[src/rtl/dhcp_vlg_rx.sv]
// DHCP reply parser: walks the UDP payload byte stream, captures header fields and a
// handful of options, and publishes them with a one-cycle out_val or out_err pulse.
module dhcp_vlg_rx #(
  parameter int VERBOSE    = 0,
  parameter     DUT_STRING = ""
) (
  input  logic        clk,
  input  logic        rst,
  input  logic [7:0]  in_dat,
  input  logic        in_val,
  input  logic        in_sof,
  input  logic        in_eof,
  output logic        out_val,
  output logic        out_err,
  output logic [7:0]  dhcp_op,
  output logic [31:0] dhcp_xid,
  output logic [31:0] dhcp_nxt_cli_addr,
  output logic [31:0] dhcp_srv_ip_addr,
  output logic [7:0]  opt_message_type,
  output logic [31:0] opt_subnet_mask,
  output logic [31:0] opt_router,
  output logic [31:0] opt_lease_time,
  output logic [31:0] opt_server_id,
  output logic        opt_message_type_pres,
  output logic        opt_subnet_mask_pres,
  output logic        opt_router_pres,
  output logic        opt_lease_time_pres,
  output logic        opt_server_id_pres
);

  // state    | meaning
  // IDLE     | waiting for in_sof
  // HDR      | fixed BOOTP header, bytes 0..239 incl. magic cookie
  // OPT_CODE | expecting an option code (0 = pad, 255 = end)
  // OPT_LEN  | expecting the option length byte
  // OPT_DATA | consuming option payload bytes
  // TAIL     | after end option or bad cookie, waiting for in_eof
  typedef enum logic [2:0] {IDLE, HDR, OPT_CODE, OPT_LEN, OPT_DATA, TAIL} state_t;

  state_t      state;
  logic [8:0]  idx;
  logic [7:0]  opt_code;
  logic [7:0]  opt_len;
  logic [7:0]  opt_cnt;
  logic        bad;
  logic [7:0]  w_op;
  logic [31:0] w_xid, w_yi, w_si;
  logic [7:0]  w_mt;
  logic [31:0] w_mask, w_router, w_lease, w_sid;
  // pres bit order: 0 msg type, 1 mask, 2 router, 3 lease, 4 server id
  logic [4:0]  w_pres;

  logic [7:0]  cookie_byte;
  logic        cookie_miss;
  logic        take_good;
  logic        take_err;
  logic        opt_word;

  always_comb begin
    cookie_byte = 8'h63;
    case (idx[1:0])
      2'd1:    cookie_byte = 8'h82;
      2'd2:    cookie_byte = 8'h53;
      default: cookie_byte = 8'h63;
    endcase
    cookie_miss = (idx >= 9'd236) && (in_dat != cookie_byte);
    opt_word    = (opt_cnt < 8'd4);
  end

  always_comb begin
    take_good = 1'b0;
    take_err  = 1'b0;
    if (in_val && in_eof) begin
      if (in_sof) begin
        take_err = 1'b1;
      end else begin
        case (state)
          HDR, OPT_LEN, OPT_DATA: take_err = 1'b1;
          OPT_CODE: begin
            take_good = (in_dat == 8'hFF);
            take_err  = (in_dat != 8'hFF);
          end
          TAIL: begin
            take_good = !bad;
            take_err  = bad;
          end
          default: ;
        endcase
      end
    end
  end

  always_ff @(posedge clk or posedge rst) begin
    if (rst) begin
      state                 <= IDLE;
      idx                   <= '0;
      opt_code              <= '0;
      opt_len               <= '0;
      opt_cnt               <= '0;
      bad                   <= 1'b0;
      w_op                  <= '0;
      w_xid                 <= '0;
      w_yi                  <= '0;
      w_si                  <= '0;
      w_mt                  <= '0;
      w_mask                <= '0;
      w_router              <= '0;
      w_lease               <= '0;
      w_sid                 <= '0;
      w_pres                <= '0;
      out_val               <= 1'b0;
      out_err               <= 1'b0;
      dhcp_op               <= '0;
      dhcp_xid              <= '0;
      dhcp_nxt_cli_addr     <= '0;
      dhcp_srv_ip_addr      <= '0;
      opt_message_type      <= '0;
      opt_subnet_mask       <= '0;
      opt_router            <= '0;
      opt_lease_time        <= '0;
      opt_server_id         <= '0;
      opt_message_type_pres <= 1'b0;
      opt_subnet_mask_pres  <= 1'b0;
      opt_router_pres       <= 1'b0;
      opt_lease_time_pres   <= 1'b0;
      opt_server_id_pres    <= 1'b0;
    end else begin
      out_val <= take_good;
      out_err <= take_err;
      if (take_good) begin
        dhcp_op               <= w_op;
        dhcp_xid              <= w_xid;
        dhcp_nxt_cli_addr     <= w_yi;
        dhcp_srv_ip_addr      <= w_si;
        opt_message_type      <= w_mt;
        opt_subnet_mask       <= w_mask;
        opt_router            <= w_router;
        opt_lease_time        <= w_lease;
        opt_server_id         <= w_sid;
        opt_message_type_pres <= w_pres[0];
        opt_subnet_mask_pres  <= w_pres[1];
        opt_router_pres       <= w_pres[2];
        opt_lease_time_pres   <= w_pres[3];
        opt_server_id_pres    <= w_pres[4];
      end

      if (in_val) begin
        if (in_sof) begin
          // a new sof always wins, abandoning whatever was in flight
          w_pres <= '0;
          bad    <= 1'b0;
          w_op   <= in_dat;
          idx    <= in_eof ? 9'd0 : 9'd1;
          state  <= in_eof ? IDLE : HDR;
        end else if (in_eof && state != IDLE) begin
          state <= IDLE;
          idx   <= '0;
        end else begin
          case (state)
            HDR: begin
              idx <= idx + 9'd1;
              if (idx >= 9'd4 && idx <= 9'd7)   w_xid <= {w_xid[23:0], in_dat};
              if (idx >= 9'd16 && idx <= 9'd19) w_yi  <= {w_yi[23:0], in_dat};
              if (idx >= 9'd20 && idx <= 9'd23) w_si  <= {w_si[23:0], in_dat};
              if (cookie_miss) bad <= 1'b1;
              if (idx == 9'd239) state <= (bad || cookie_miss) ? TAIL : OPT_CODE;
            end
            OPT_CODE: begin
              opt_code <= in_dat;
              if (in_dat == 8'hFF)      state <= TAIL;
              else if (in_dat != 8'h00) state <= OPT_LEN;
            end
            OPT_LEN: begin
              // a repeat restarts that option, so only the last occurrence counts
              case (opt_code)
                8'd53:   w_pres[0] <= 1'b0;
                8'd1:    w_pres[1] <= 1'b0;
                8'd3:    w_pres[2] <= 1'b0;
                8'd51:   w_pres[3] <= 1'b0;
                8'd54:   w_pres[4] <= 1'b0;
                default: ;
              endcase
              opt_len <= in_dat;
              opt_cnt <= '0;
              state   <= (in_dat == 8'h00) ? OPT_CODE : OPT_DATA;
            end
            OPT_DATA: begin
              case (opt_code)
                8'd53: if (opt_cnt == 8'd0) begin
                  w_mt      <= in_dat;
                  w_pres[0] <= 1'b1;
                end
                8'd1: if (opt_word) begin
                  w_mask <= {w_mask[23:0], in_dat};
                  if (opt_cnt == 8'd3) w_pres[1] <= 1'b1;
                end
                8'd3: if (opt_word) begin
                  w_router <= {w_router[23:0], in_dat};
                  if (opt_cnt == 8'd3) w_pres[2] <= 1'b1;
                end
                8'd51: if (opt_word) begin
                  w_lease <= {w_lease[23:0], in_dat};
                  if (opt_cnt == 8'd3) w_pres[3] <= 1'b1;
                end
                8'd54: if (opt_word) begin
                  w_sid <= {w_sid[23:0], in_dat};
                  if (opt_cnt == 8'd3) w_pres[4] <= 1'b1;
                end
                default: ;
              endcase
              opt_cnt <= opt_cnt + 8'd1;
              if (opt_cnt + 8'd1 == opt_len) state <= OPT_CODE;
            end
            default: ;
          endcase
        end
      end
    end
  end

  if (VERBOSE != 0) begin : g_verbose
    always_ff @(posedge clk) begin
      if (out_val) $display("%s dhcp_vlg_rx accepted op=%0d xid=%08h", DUT_STRING, dhcp_op, dhcp_xid);
      if (out_err) $display("%s dhcp_vlg_rx rejected message", DUT_STRING);
    end
  end

endmodule

[config.mk]
export PLATFORM = sky130hd
export DESIGN_NAME = dhcp_vlg_rx
export DESIGN_NICKNAME = d
export VERILOG_FILES = /design/src/rtl/dhcp_vlg_rx.sv
export SDC_FILE = /design/constraint.sdc
export NUM_CORES = 1
export LEC_CHECK = 0
export BUFFER_PORTS_ARGS = -buffer_cell sky130_fd_sc_hd__buf_2
export CAP_MARGIN = 20
export CORE_MARGIN = 3
export CORE_UTILIZATION = 35
export DETAILED_ROUTE_END_ITERATION = 16
export GPL_TIMING_DRIVEN = 0
export PLACE_DENSITY = 0.6
export SYNTH_ARGS = -nofsm -noshare
export SYNTH_HDL_FRONTEND = slang
export SYNTH_SLANG_ARGS = --single-unit
[constraint.sdc]
create_clock -name clk -period 21.8 [get_ports clk]
set_clock_uncertainty 0.1 [all_clocks]
set_input_delay 2.18 -clock clk [delete_from_list [all_inputs] [get_ports clk]]
set_output_delay 2.18 -clock clk [all_outputs]
set_load 0.1 [all_outputs]
Word level (Yosys, flattened, before mapping)
Index checks and enable logic that the tools add are counted.
Widths: inputs -> output; s select.
Storage, ports and cells
  register bits: 529
  bits of input ports: 13
  RAM bits: 0
  bits in latches: 0
  ROM bits: 0
  memories: 0
  word-level logic and storage cells: 164
  output and inout bits: 247
Operators by class
  bitwise logic cells: 2
  $mul: 0
  shift operators: 0
  divide/modulo/power cells: 0
  order comparisons: 8
  $add $sub $neg: 2
  eq/ne operators: 35
  reductions and logical operators: 39
  muxes and demuxes: 42
Operator list (count)
  $reduce_and 6->1: 6
  $pmux 8 s2: 2
  $reduce_and 7->1: 4
  $mux 9: 3
  $eq 8x6->1 const B: 3
  $mux 3: 8
  $ne 3x3->1 const B: 8
  $mux 1: 23
  $reduce_and 5->1: 4
  $ge 9x5->1 const B: 2
  $le 9x5->1 const B: 2
  $eq 8x2->1 const B: 2
  $logic_not 8->1: 2
  $reduce_and 4->1: 4
  $ne 3x2->1 const B: 5
  $pmux 3 s4: 1
  $mux 5: 2
  $pmux 5 s2: 1
  $add 9x1->9 const B: 1
  $eq 9x8->1 const B: 1
  $ge 9x3->1 const B: 1
  $ge 9x8->1 const B: 1
  $le 9x3->1 const B: 1
  $reduce_bool 3->1: 3
  other kinds (26): 38

Depth between registers and ports, before layout
Gate-level depths: netlist (run 1).
  depth in word-level cells: 10
  gate-level depth with buffers: 8

Worst setup path after synthesis (run 1)
OpenSTA, ideal clock, no wires.
  path kind: input port to flip-flop
  from: input in_eof
  to: register w_si[20]
  library setup time: 125 ps
  arrival: 3659 ps
  path buffers: 1
  stages: 7
  slack: 17916 ps
  data required time: 21575 ps
  path through: inv_1 > nand2_1 > nor3_4 > nand4b_1 > nor3b_4 > buf_6 > mux2_2
Between the ends
  longest elaborated chain between the ends: 3
Ends and longest elaborated chain
  start, declared: RTL line 12  | input logic in_eof,
  $logic_and 1x1->1: RTL line 155  | end else if (in_eof && state != IDLE) begin
  $not 1->1 (no source line)
  $reduce_and 5->1 (no source line)
  end signal, assigned: RTL line 164  | if (idx >= 9'd20 && idx <= 9'd23) w_si <= {w_si[23:0], in_dat};
  end, declared: RTL line 47  | logic [31:0] w_xid, w_yi, w_si;
Every way passes these cells.
A chain may end at the register's enable or synchronous reset.

Worst setup path in the final report (run 1)
  from: input in_sof
  to: register w_mask[29]
Between the ends
  longest elaborated chain between the ends: 2
Ends and longest elaborated chain
  start, declared: RTL line 11  | input logic in_sof,
  $not 1->1 (no source line)
  $reduce_and 6->1 (no source line)
  end signal, assigned: RTL line 194  | w_mask <= {w_mask[23:0], in_dat};
  end, declared: RTL line 49  | logic [31:0] w_mask, w_router, w_lease, w_sid;
Every way passes these cells.

==> results of run 1 <==
-- cells in the mapped netlist (2+ instances only) --
cell type / instances / area [um^2]
a21oi_1: 23 / 115
a31oi_1: 5 / 31.3
and2_1: 3 / 18.8
and3_1: 5 / 31.3
buf_2: 8 / 40.0
buf_4: 15 / 113
buf_6: 33 / 372
clkbuf_1: 16 / 60.1
dfrtp_1: 529 / 13200
ha_1: 6 / 75.1
inv_1: 11 / 41.3
mux2_1: 66 / 743
mux2_2: 241 / 2710
mux2_4: 200 / 3000
nand2_1: 25 / 93.8
nand2b_1: 2 / 12.5
nand3_1: 15 / 75.1
nand3b_1: 3 / 22.5
nand4_1: 5 / 31.3
nor2_1: 24 / 90.1
nor2_2: 3 / 18.8
nor2_4: 2 / 22.5
nor2b_1: 5 / 31.3
nor3_1: 5 / 25.0
nor3_4: 2 / 32.5
nor3b_1: 2 / 15.0
nor4_1: 4 / 25.0
nor4b_1: 2 / 17.5
nor4bb_1: 3 / 30.0
o21ai_0: 19 / 95.1
o31ai_1: 3 / 22.5
or3_1: 2 / 12.5
xnor2_1: 11 / 96.3
xor2_1: 4 / 35.0
-- worst min-delay path by stage --
stage | cells after the start | start | to
after floorplan | 1 | w_router[24] | opt_router[24]
after global placement | 1 | w_router[27] | opt_router[27]
after detailed placement | 1 | opt_subnet_mask[0] | opt_subnet_mask[0]
after CTS | 1 | w_router[26] | opt_router[26]
after global routing | 1 | w_router[24] | opt_router[24]
final | 1 | w_router[26] | opt_router[26]
-- through the flow --
step                utilization, %  power (mW)  TNS (ns)
floorplan                        -        1.20         0
global placement              39.4        1.25   -314.75
detailed placement            39.8        1.26         0
CTS                           43.0        2.26         0
global route                  43.0        2.32         0
finish                        43.0        2.23         0
-- power breakdown --
group	total [mW]	internal [mW]	leakage, nW	switching (mW)
Combinational	0.207	0.0688	5.92	0.138
Sequential	1.03	1.01	7.34	0.0230
Clock	0.987	0.583	0.949	0.404
-- kinds of logic (layout without fill, tap and decap cells) --
logic type,count (synthesis),in the layout,synth area share [%]
flip-flops,529,529,61.1
multiplexers,508,508,29.8
AND/OR/NAND/NOR,123,123,3.29
buffers and inverters,83,458,2.89
AO/OA/AOI/OAI,67,67,1.96
XOR/XNOR,15,15,0.606
adder cells (fa/ha/maj),6,6,0.346
other,0,2,0
-- per-layer routing --
layer  share of wire [%]  track usage (%)  vias to the layer above
met5                   0                0                        -
met4                 2.5             4.37                        0
met3                 5.6             3.54                       74
met2                  47             24.2                      286
met1                  45             21.2                     6215
li1                    -                -                     5404
-- layout make-up --
class,count,share of cell area (%)
Sequential cell,529,50.6
Multi-Input combinational cell,719,29.9
Clock buffer,81,6.26
Timing Repair Buffer,271,5.94
Tap cell,782,3.74
Buffer,72,2.24
Clock inverter,23,1.09
Inverter,11,0.187
Antenna cell,2,0.0191
-- sequential cells by signal, indices dropped and copies added (netlist names), 5 cells and up --
signal	flops
dhcp_nxt_cli_addr	32
dhcp_op	8
dhcp_srv_ip_addr	32
dhcp_xid	32
idx	9
opt_cnt	8
opt_code	8
opt_lease_time	32
opt_len	8
opt_message_type	8
opt_router	32
opt_server_id	32
opt_subnet_mask	32
w_lease	32
w_mask	32
w_mt	8
w_op	8
w_pres	5
w_router	32
w_si	32
w_sid	32
w_xid	32
w_yi	32
-- worst max-delay path, stage by stage --
cell,delay (ns)
buf_2,0.15
nor3_1,0.31
nand2_1,0.24
nor2_2,0.38
nand3_1,0.19
nor2b_1,0.27
buf_4,0.23
buf_6,0.19
mux2_2,0.35
==> results.json, run 1 <==
{
  "die_w_um": 255,
  "cp-start-kind": "primary input",
  "reg2reg_slack_ns": 18.94,
  "worstSetupEndpoint": "w_mask[29]",
  "wl_um": 49900,
  "timing.fmax_mhz": 243,
  "area_delta_synth_final_pct": 20.6,
  "io_pins": 260,
  "reg2regPathDepth": 8,
  "multi_input_area_um2": 7820,
  "grt_pass1_vias": 12500,
  "first_pass_iters": 4,
  "r2r_end": "w_mask[29]",
  "dieArea_um2": 65000,
  "grt_pass1_wl_um": 76900,
  "placeableCoreArea_um2": 60800,
  "grt_start_max_net_pins": 132,
  "crit_start": "in_sof",
  "leakage_nw": 14.2,
  "ys.flop_type": "dfrtp_1",
  "clock_path_buffers": 3,
  "rr_startpoint": "state[0]",
  "cts_inserted_buffers": 57,
  "power.density_nw_per_um2": 85.2,
  "ant_nets": 0,
  "initial_core_util_pct": 35.7,
  "yosysUniqueCellTypes": 63,
  "period_share_pct": 18.9,
  "drv_slew": 0,
  "synth-edff-count": 0,
  "final_common_cell": "dfrtp_1",
  "slew_headroom_pct": 53.5,
  "finalNetCount": 1680,
  "crit_required_ns": 22.18,
  "die_y_um": 255,
  "worst_pin_slew_ns": 0.698,
  "grtUsageTotal_pct": 15.3,
  "maxCapViolCount": 0,
  "drc_errors": 0,
  "fin_ws_ns": 17.68,
  "clkTransAtPathRegs_ns": 0.06,
  "yosysWarnings": 0,
  "port_buffers": 259,
  "final_cells": 2490,
  "wl_per_cell_um": 20.0,
  "dpl.hpwl_um": 34200,
  "crit_type": "in -> reg",
  "cp_max_fo": 10,
  "netlist_area_um2": 21700,
  "critPathArrivalTime_ns": 4.50,
  "status": "finished clean",
  "cts_tree": "yes",
  "h-tree-depth": 2,
  "num_vias": 12000,
  "syn_area_per_cell_um2": 16.3,
  "grt_setup_unrepaired": "no",
  "place_ws_ns": 17.10,
  "endpoint_kind": "register",
  "finalWeightedCongestion": 0.819,
  "async_flop_share_pct": 100,
  "fin_area_um2": 26100,
  "place_inst": 2384,
  "rows": 90,
  "final-seq-area_um2": 13200,
  "period_needed_ns": 4.12,
  "ys_ff_latch": 529,
  "cts_resized": 0,
  "fill_cells": 5495,
  "netlist_instances": 1331,
  "hold_buffers": 0,
  "syn_nets": 1350,
  "dpl_cell_area_um2": 24200,
  "avgViaCountPerCell": 4.81,
  "most-common-layout-cells": "dfrtp_1 (529), buf_2 (267), mux2_2 (241), mux2_4 (200), mux2_1 (66)",
  "whs_ns": 0.384,
  "cts_root_buffer": "clkbuf_16",
  "min-delay-path-class": "reg -> reg",
  "overflow": 0,
  "antenna_found_initial": 4,
  "hold_violations": 0,
  "clock-sinks": 529,
  "vdd_drop_max_v": 0.0000732,
  "clock_latency_ns": 0.61,
  "cts_setup_buffers": 0,
  "drive_gt1_share_pct": 51.5,
  "setup_viol": 0,
  "ys_seq_area_share_pct": 61.1,
  "drt_iter0_markers": 563
}
Power figures use the tool's default switching activity.
==> inputs of run 2 (changes only) <==
--- a/config.mk
+++ b/config.mk
@@ -5,13 +5,14 @@
 export SDC_FILE = /design/constraint.sdc
 export NUM_CORES = 1
 export LEC_CHECK = 0
+export ABC_AREA = 1
 export BUFFER_PORTS_ARGS = -buffer_cell sky130_fd_sc_hd__buf_2
 export CAP_MARGIN = 20
 export CORE_MARGIN = 3
 export CORE_UTILIZATION = 35
 export DETAILED_ROUTE_END_ITERATION = 16
 export GPL_TIMING_DRIVEN = 0
-export PLACE_DENSITY = 0.6
+export PLACE_DENSITY = 0.62
 export SYNTH_ARGS = -nofsm -noshare
 export SYNTH_HDL_FRONTEND = slang
 export SYNTH_SLANG_ARGS = --single-unit
==> constraint.sdc (replaced) <==
create_clock -name clk -period 3.46 [get_ports clk]
set_clock_uncertainty 0.1 [all_clocks]
set_input_delay 0.346 -clock clk [delete_from_list [all_inputs] [get_ports clk]]
set_output_delay 0.346 -clock clk [all_outputs]
set_load 0.1 [all_outputs]
==> results.json, run 2 <==
{
  "clock-sinks": 529,
  "slowest_stage": "clkinvlp_4",
  "cp_slowest_stage_delay_ns": 0.56,
  "cpLargestDelayFamily": "buffers and inverters",
  "vdd_drop_max_v": 0.000391,
  "syn_nets": 2235,
  "antenna_found_initial": 3,
  "port_buffers": 259,
  "cts_resized": 0,
  "drv_slew": 0,
  "fill_cells": 5584,
  "placeableCoreArea_um2": 57800,
  "clock_latency_ns": 0.60,
  "cts_root_buffer": "clkbuf_16",
  "leakage_nw": 12.3,
  "cts_inserted_buffers": 55,
  "cp_max_fo": 44,
  "finalWeightedCongestion": 0.893,
  "endpoint_kind": "asynchronous set/reset pin",
  "synthDominantCellAreaShare_pct": 64.6,
  "avgViaCountPerCell": 4.81,
  "setup_viol": 0,
  "final_cells": 3367,
  "netlist_area_um2": 20500,
  "io_pins": 260,
  "synth_most_common_cell": "nand2_1",
  "grt_start_max_net_pins": 45,
  "synth-edff-count": 0,
  "critical_path.most_common_cell": "buf_12",
  "dieArea_um2": 61500,
  "drive_gt1_share_pct": 16.0,
  "timing.setup.tns_ns": 0,
  "grt_setup_unrepaired": "no",
  "maxCapViolCount": 0,
  "worst_pin_slew_ns": 0.855,
  "crit_required_ns": 4.13,
  "async_flop_share_pct": 100,
  "syn_area_per_cell_um2": 9.25,
  "die_y_um": 248,
  "netlist_instances": 2216,
  "critPathArrivalTime_ns": 3.53,
  "grt_pass1_vias": 16000,
  "crit_type": "in -> async",
  "drc_errors": 0,
  "ys.flop_type": "dfrtp_1",
  "period_share_pct": 82.6,
  "initial_core_util_pct": 35.5,
  "grt_pass1_wl_um": 91100,
  "dpl.hpwl_um": 43700,
  "overflow": 0,
  "cts_setup_buffers": 0,
  "ys_ff_latch": 529,
  "status": "finished clean",
  "h-tree-depth": 2,
  "timing.fmax_mhz": 350,
  "num_vias": 16200,
  "crit_chain": "dlygate4sd3_1, buf_2, clkinvlp_4, buf_12, buf_12, buf_12, buf_12, buf_12, buf_12, buf_12",
  "wl_um": 58800,
  "hold_violations": 0,
  "wl_per_cell_um": 17.5,
  "ys_seq_area_share_pct": 64.6,
  "cp-start-kind": "primary input",
  "most-common-layout-cells": "nand2_1 (738), dfrtp_1 (529), o21ai_0 (432), buf_2 (293), inv_1 (236)",
  "synth.area.top_cells": "dfrtp_1 (65%), nand2_1 (14%), o21ai_0 (11%)",
  "slew_headroom_pct": 42.9,
  "clkTransAtPathRegs_ns": 0.06,
  "first_pass_iters": 5,
  "rows": 88,
  "final_common_cell": "nand2_1",
  "power.density_nw_per_um2": 611,
  "ant_nets": 0,
  "diodes": 0,
  "area_delta_synth_final_pct": 22.6,
  "die_w_um": 248,
  "path_buf_inv": 10,
  "yosysUniqueCellTypes": 36,
  "finalNetCount": 2582,
  "place_inst": 3262,
  "min-delay-path-class": "in -> reg",
  "yosysWarnings": 0,
  "drt_iter0_markers": 1138,
  "synth_top_area_cell": "dfrtp_1",
  "whs_ns": 0.128,
  "period_needed_ns": 2.86,
  "grtUsageTotal_pct": 19.1,
  "ys_top_cells_by_count": "nand2_1 (738), dfrtp_1 (529), o21ai_0 (432)",
  "cts_tree": "yes",
  "report.power.total_mw": 15.3,
  "clock_path_buffers": 3
}
-- run 2: cell types whose count changed after synthesis, sizes merged, moves of 10 or more --
cell / change
mux2: -507
clkbuf: +53
a21oi: -19
xnor2: -10
o21ai: +426
buf: -17
inv: +226
nor2: +25
nand2: +716
nand3: +24
-- run 2: where the power goes --
group          total, mW  switching [mW]  internal (mW)
combinational       2.38            1.86          0.526
clock               6.17            2.45           3.72
sequential          6.78           0.258           6.52
total               15.3            4.56           10.8
-- run 2: path summary, 6_finish.rpt --
path	cells past startpoint	slack (ns)	startpoint	end
max	10	0.60	rst	opt_server_id[17]
min	5	0.13	in_sof	idx[0]
max reg2reg	11	0.71	state[2]	dhcp_nxt_cli_addr[27]
min reg2reg	2	0.37	w_mask[25]	opt_subnet_mask[25]
max in group clk	12	0.65	in_dat[6]	dhcp_nxt_cli_addr[27]
min in group asynchronous	3	0.35	rst	opt_subnet_mask[2]
-- run 2: cells by family (layout without fill, tap and decap cells) --
| kind of cell | Yosys count | after routing | synth area share, % |
|---|---|---|---|
| AND/OR/NAND/NOR | 866 | 866 | 16.8 |
| XOR/XNOR | 4 | 4 | 0.171 |
| flip-flops | 529 | 529 | 64.6 |
| buffers and inverters | 345 | 731 | 6.53 |
| adder cells (fa/ha/maj) | 6 | 6 | 0.366 |
| AO/OA/AOI/OAI | 466 | 466 | 11.6 |
-- run 2: per-layer routing --
layer	wire length, um	share of wire (%)	vias to the layer above	track usage (%)
met5	17	0.029	-	0
met4	1670	2.8	2	5.75
met3	3340	5.7	106	3.12
met2	27500	47	410	31.0
met1	26300	45	7957	26.5
li1	-	-	7705	-
-- run 2: layout make-up --
type	count	area (um^2)	area share, %
well taps	765	957	3.81
clock inverters	20	323	1.29
clock buffers	76	1560	6.20
flip-flops and latches	529	13200	52.7
plain buffers	108	448	1.78
inverters	237	893	3.56
multi-input cells	1342	5920	23.6
repair buffers	290	1780	7.09
-- run 2: worst min-delay path, cell delays in order --
cell	delay, ns
buf_2	0.15
nand2_1	0.09
o21ai_0	0.08
nand2_1	0.06
o21ai_0	0.06
-- run 2: through the flow --
step / cell area (um^2) / setup slack (ns) / utilization (%)
detailed placement: 23100 / 0.397 / 40.0
floorplan: 20500 / -4.18 / -
global route: 25100 / 0.204 / 43.4
CTS: 25100 / 0.502 / 43.4
finish: 25100 / 0.601 / 43.4
global placement: 22800 / -6.90 / 39.4
-- run 2: repair_timing --
action	in CTS	in global routing
endpoints found under the setup margin	0	0
hold endpoints to repair	43	0
hold buffers	9	0
==> inputs of run 3 (changes only) <==
--- a/config.mk
+++ b/config.mk
@@ -5,14 +5,14 @@
 export SDC_FILE = /design/constraint.sdc
 export NUM_CORES = 1
 export LEC_CHECK = 0
-export ABC_AREA = 1
+export ABC_AREA = 0
 export BUFFER_PORTS_ARGS = -buffer_cell sky130_fd_sc_hd__buf_2
 export CAP_MARGIN = 20
 export CORE_MARGIN = 3
 export CORE_UTILIZATION = 35
 export DETAILED_ROUTE_END_ITERATION = 16
 export GPL_TIMING_DRIVEN = 0
-export PLACE_DENSITY = 0.62
+export PLACE_DENSITY = 0.6
 export SYNTH_ARGS = -nofsm -noshare
 export SYNTH_HDL_FRONTEND = slang
 export SYNTH_SLANG_ARGS = --single-unit
==> constraint.sdc (replaced) <==
create_clock -name clk -period 2.9 [get_ports clk]
set_clock_uncertainty 0.1 [all_clocks]
set_input_delay 0.29 -clock clk [delete_from_list [all_inputs] [get_ports clk]]
set_output_delay 0.29 -clock clk [all_outputs]
set_load 0.1 [all_outputs]
==> results.json, run 3 (synthesis results as in run 1) <==
{
  "hold_depth": 4,
  "grt_start_max_net_pins": 45,
  "path_buf_inv": 2,
  "dpl_cell_area_um2": 24400,
  "placeableCoreArea_um2": 60800,
  "wl_um": 50200,
  "die_y_um": 255,
  "drt_iter0_markers": 566,
  "power.density_nw_per_um2": 644,
  "p_seq_share_pct": 45.4,
  "first_pass_iters": 5,
  "reg2regPathDepth": 8,
  "crit_type": "reg -> reg",
  "clock-sinks": 529,
  "die_w_um": 255,
  "dieArea_um2": 65000,
  "min-delay-path-class": "in -> reg",
  "crit_required_ns": 3.28,
  "h-tree-depth": 2,
  "finalWeightedCongestion": 0.822,
  "grt_pass1_wl_um": 77700,
  "period_share_pct": 96.8,
  "status": "finished clean",
  "port_buffers": 259,
  "clock_latency_ns": 0.60,
  "slowest_stage": "dfrtp_1",
  "worst_pin_slew_ns": 0.795,
  "cts_inserted_buffers": 58,
  "cp_max_fo": 10,
  "slew_headroom_pct": 47.0,
  "vdd_drop_max_v": 0.000459,
  "cts_tree": "yes",
  "cts_setup_buffers": 0,
  "netSwitchingPower_mw": 4.26,
  "avgViaCountPerCell": 4.81,
  "endpoint_kind": "register",
  "final_common_cell": "dfrtp_1",
  "wl_per_cell_um": 20.0,
  "finalNetCount": 1703,
  "setup_viol": 0,
  "dpl.hpwl_um": 35200,
  "crit_chain": "nor3_1, nand2_1, nor2_4, nand3_1, nor2b_1, buf_4, buf_6, mux2_2",
  "drv_slew": 0,
  "p_int_mw": 12.9,
  "grt_pass1_vias": 12700,
  "clock_path_buffers": 3,
  "num_vias": 12100,
  "clockPowerShare_pct": 45.3,
  "fin_area_um2": 26600,
  "p_sw_share_pct": 24.9,
  "area_delta_synth_final_pct": 22.7,
  "ant_nets": 0,
  "initial_core_util_pct": 35.7,
  "hold_violations": 0,
  "io_pins": 260,
  "timing.fmax_mhz": 356,
  "antenna_found_initial": 8,
  "cts_root_buffer": "clkbuf_16",
  "rows": 90,
  "overflow": 0,
  "period_needed_ns": 2.81,
  "leakage_nw": 14.4,
  "cp-start-kind": "register",
  "clkTransAtPathRegs_ns": 0.06,
  "cpLargestDelayFamily": "simple AND/OR/NAND/NOR gates",
  "path_depth": 8,
  "drc_errors": 0,
  "critPathArrivalTime_ns": 3.19,
  "grt_setup_unrepaired": "no",
  "most-common-layout-cells": "dfrtp_1 (529), buf_2 (267), mux2_2 (241), mux2_4 (200), mux2_1 (66)",
  "grtUsageTotal_pct": 15.5,
  "cp_slowest_stage_delay_ns": 0.44,
  "report.power.total_mw": 17.1,
  "drive_gt1_share_pct": 52.1,
  "maxCapViolCount": 0,
  "p_comb_share_pct": 9.3
}
-- run 3: worst paths after layout --
check	start	end	slack (ns)
max	state[0]	w_mask[24]	0.09
min	in_eof	out_err	0.06
max reg2reg	state[0]	w_mask[24]	0.09
min reg2reg	opt_router[7]	opt_router[7]	0.38
max in group asynchronous	rst	w_router[24]	0.80
min in group asynchronous	rst	dhcp_nxt_cli_addr[20]	0.26
-- run 3: area by class of cell --
class	count	area, um^2
antenna	2	5.00
buffer	72	584
clock buffer	77	1730
clock inverter	31	339
fill	5490	34200
inverter	11	45.0
multi-input combinational	719	7820
sequential	529	13200
tap	782	978
timing repair buffer	293	1860
-- run 3: through the flow --
stage	hold WS (ns)	setup WS [ns]	utilization (%)	TNS, ns	std cells
finish	0.0591	0.0935	43.7	0	2516
floorplan	0.326	-4.68	-	-2475.78	1331
global placement	0.371	-7.61	39.4	-3979.21	2372
detailed placement	0.359	0.0414	40.2	0	2395
CTS	0.00704	0.0267	43.7	0	2514
global route	0.0483	0.0107	43.7	0	2514
-- run 3: power groups by stage --
stage          combinational, mW  sequential, mW  clock [mW]
2_1_floorplan              0.860            8.19           0
6_report                    1.59            7.77        7.77
5_1_grt                     1.73            7.79        8.34
4_1_cts                     1.61            7.77        8.03
3_5_place_dp                1.59            7.90           0
3_3_place_gp                1.50            7.91           0
-- run 3: layer usage --
metal / global-route usage [%] / vias to the layer above / part of all wire (%)
met1: 21.1 / 6269 / 44
met3: 3.80 / 77 / 5.9
met4: 4.43 / 2 / 2.5
li1: - / 5452 / -
met2: 24.9 / 290 / 47
met5: 0 / - / 0.026
-- run 3: tightest hold or removal path: stages --
cell and delay, ns:
buf_2 0.10, buf_2 0.18, nand2_1 0.09, nor2_1 0.05
-- run 3: repair_timing --
action / 4_1_cts / 5_1_grt
hold buffers: 11 / 0
endpoints found under the hold margin: 43 / 0
endpoints found under the setup margin: 0 / 60
resized for setup: 0 / 1
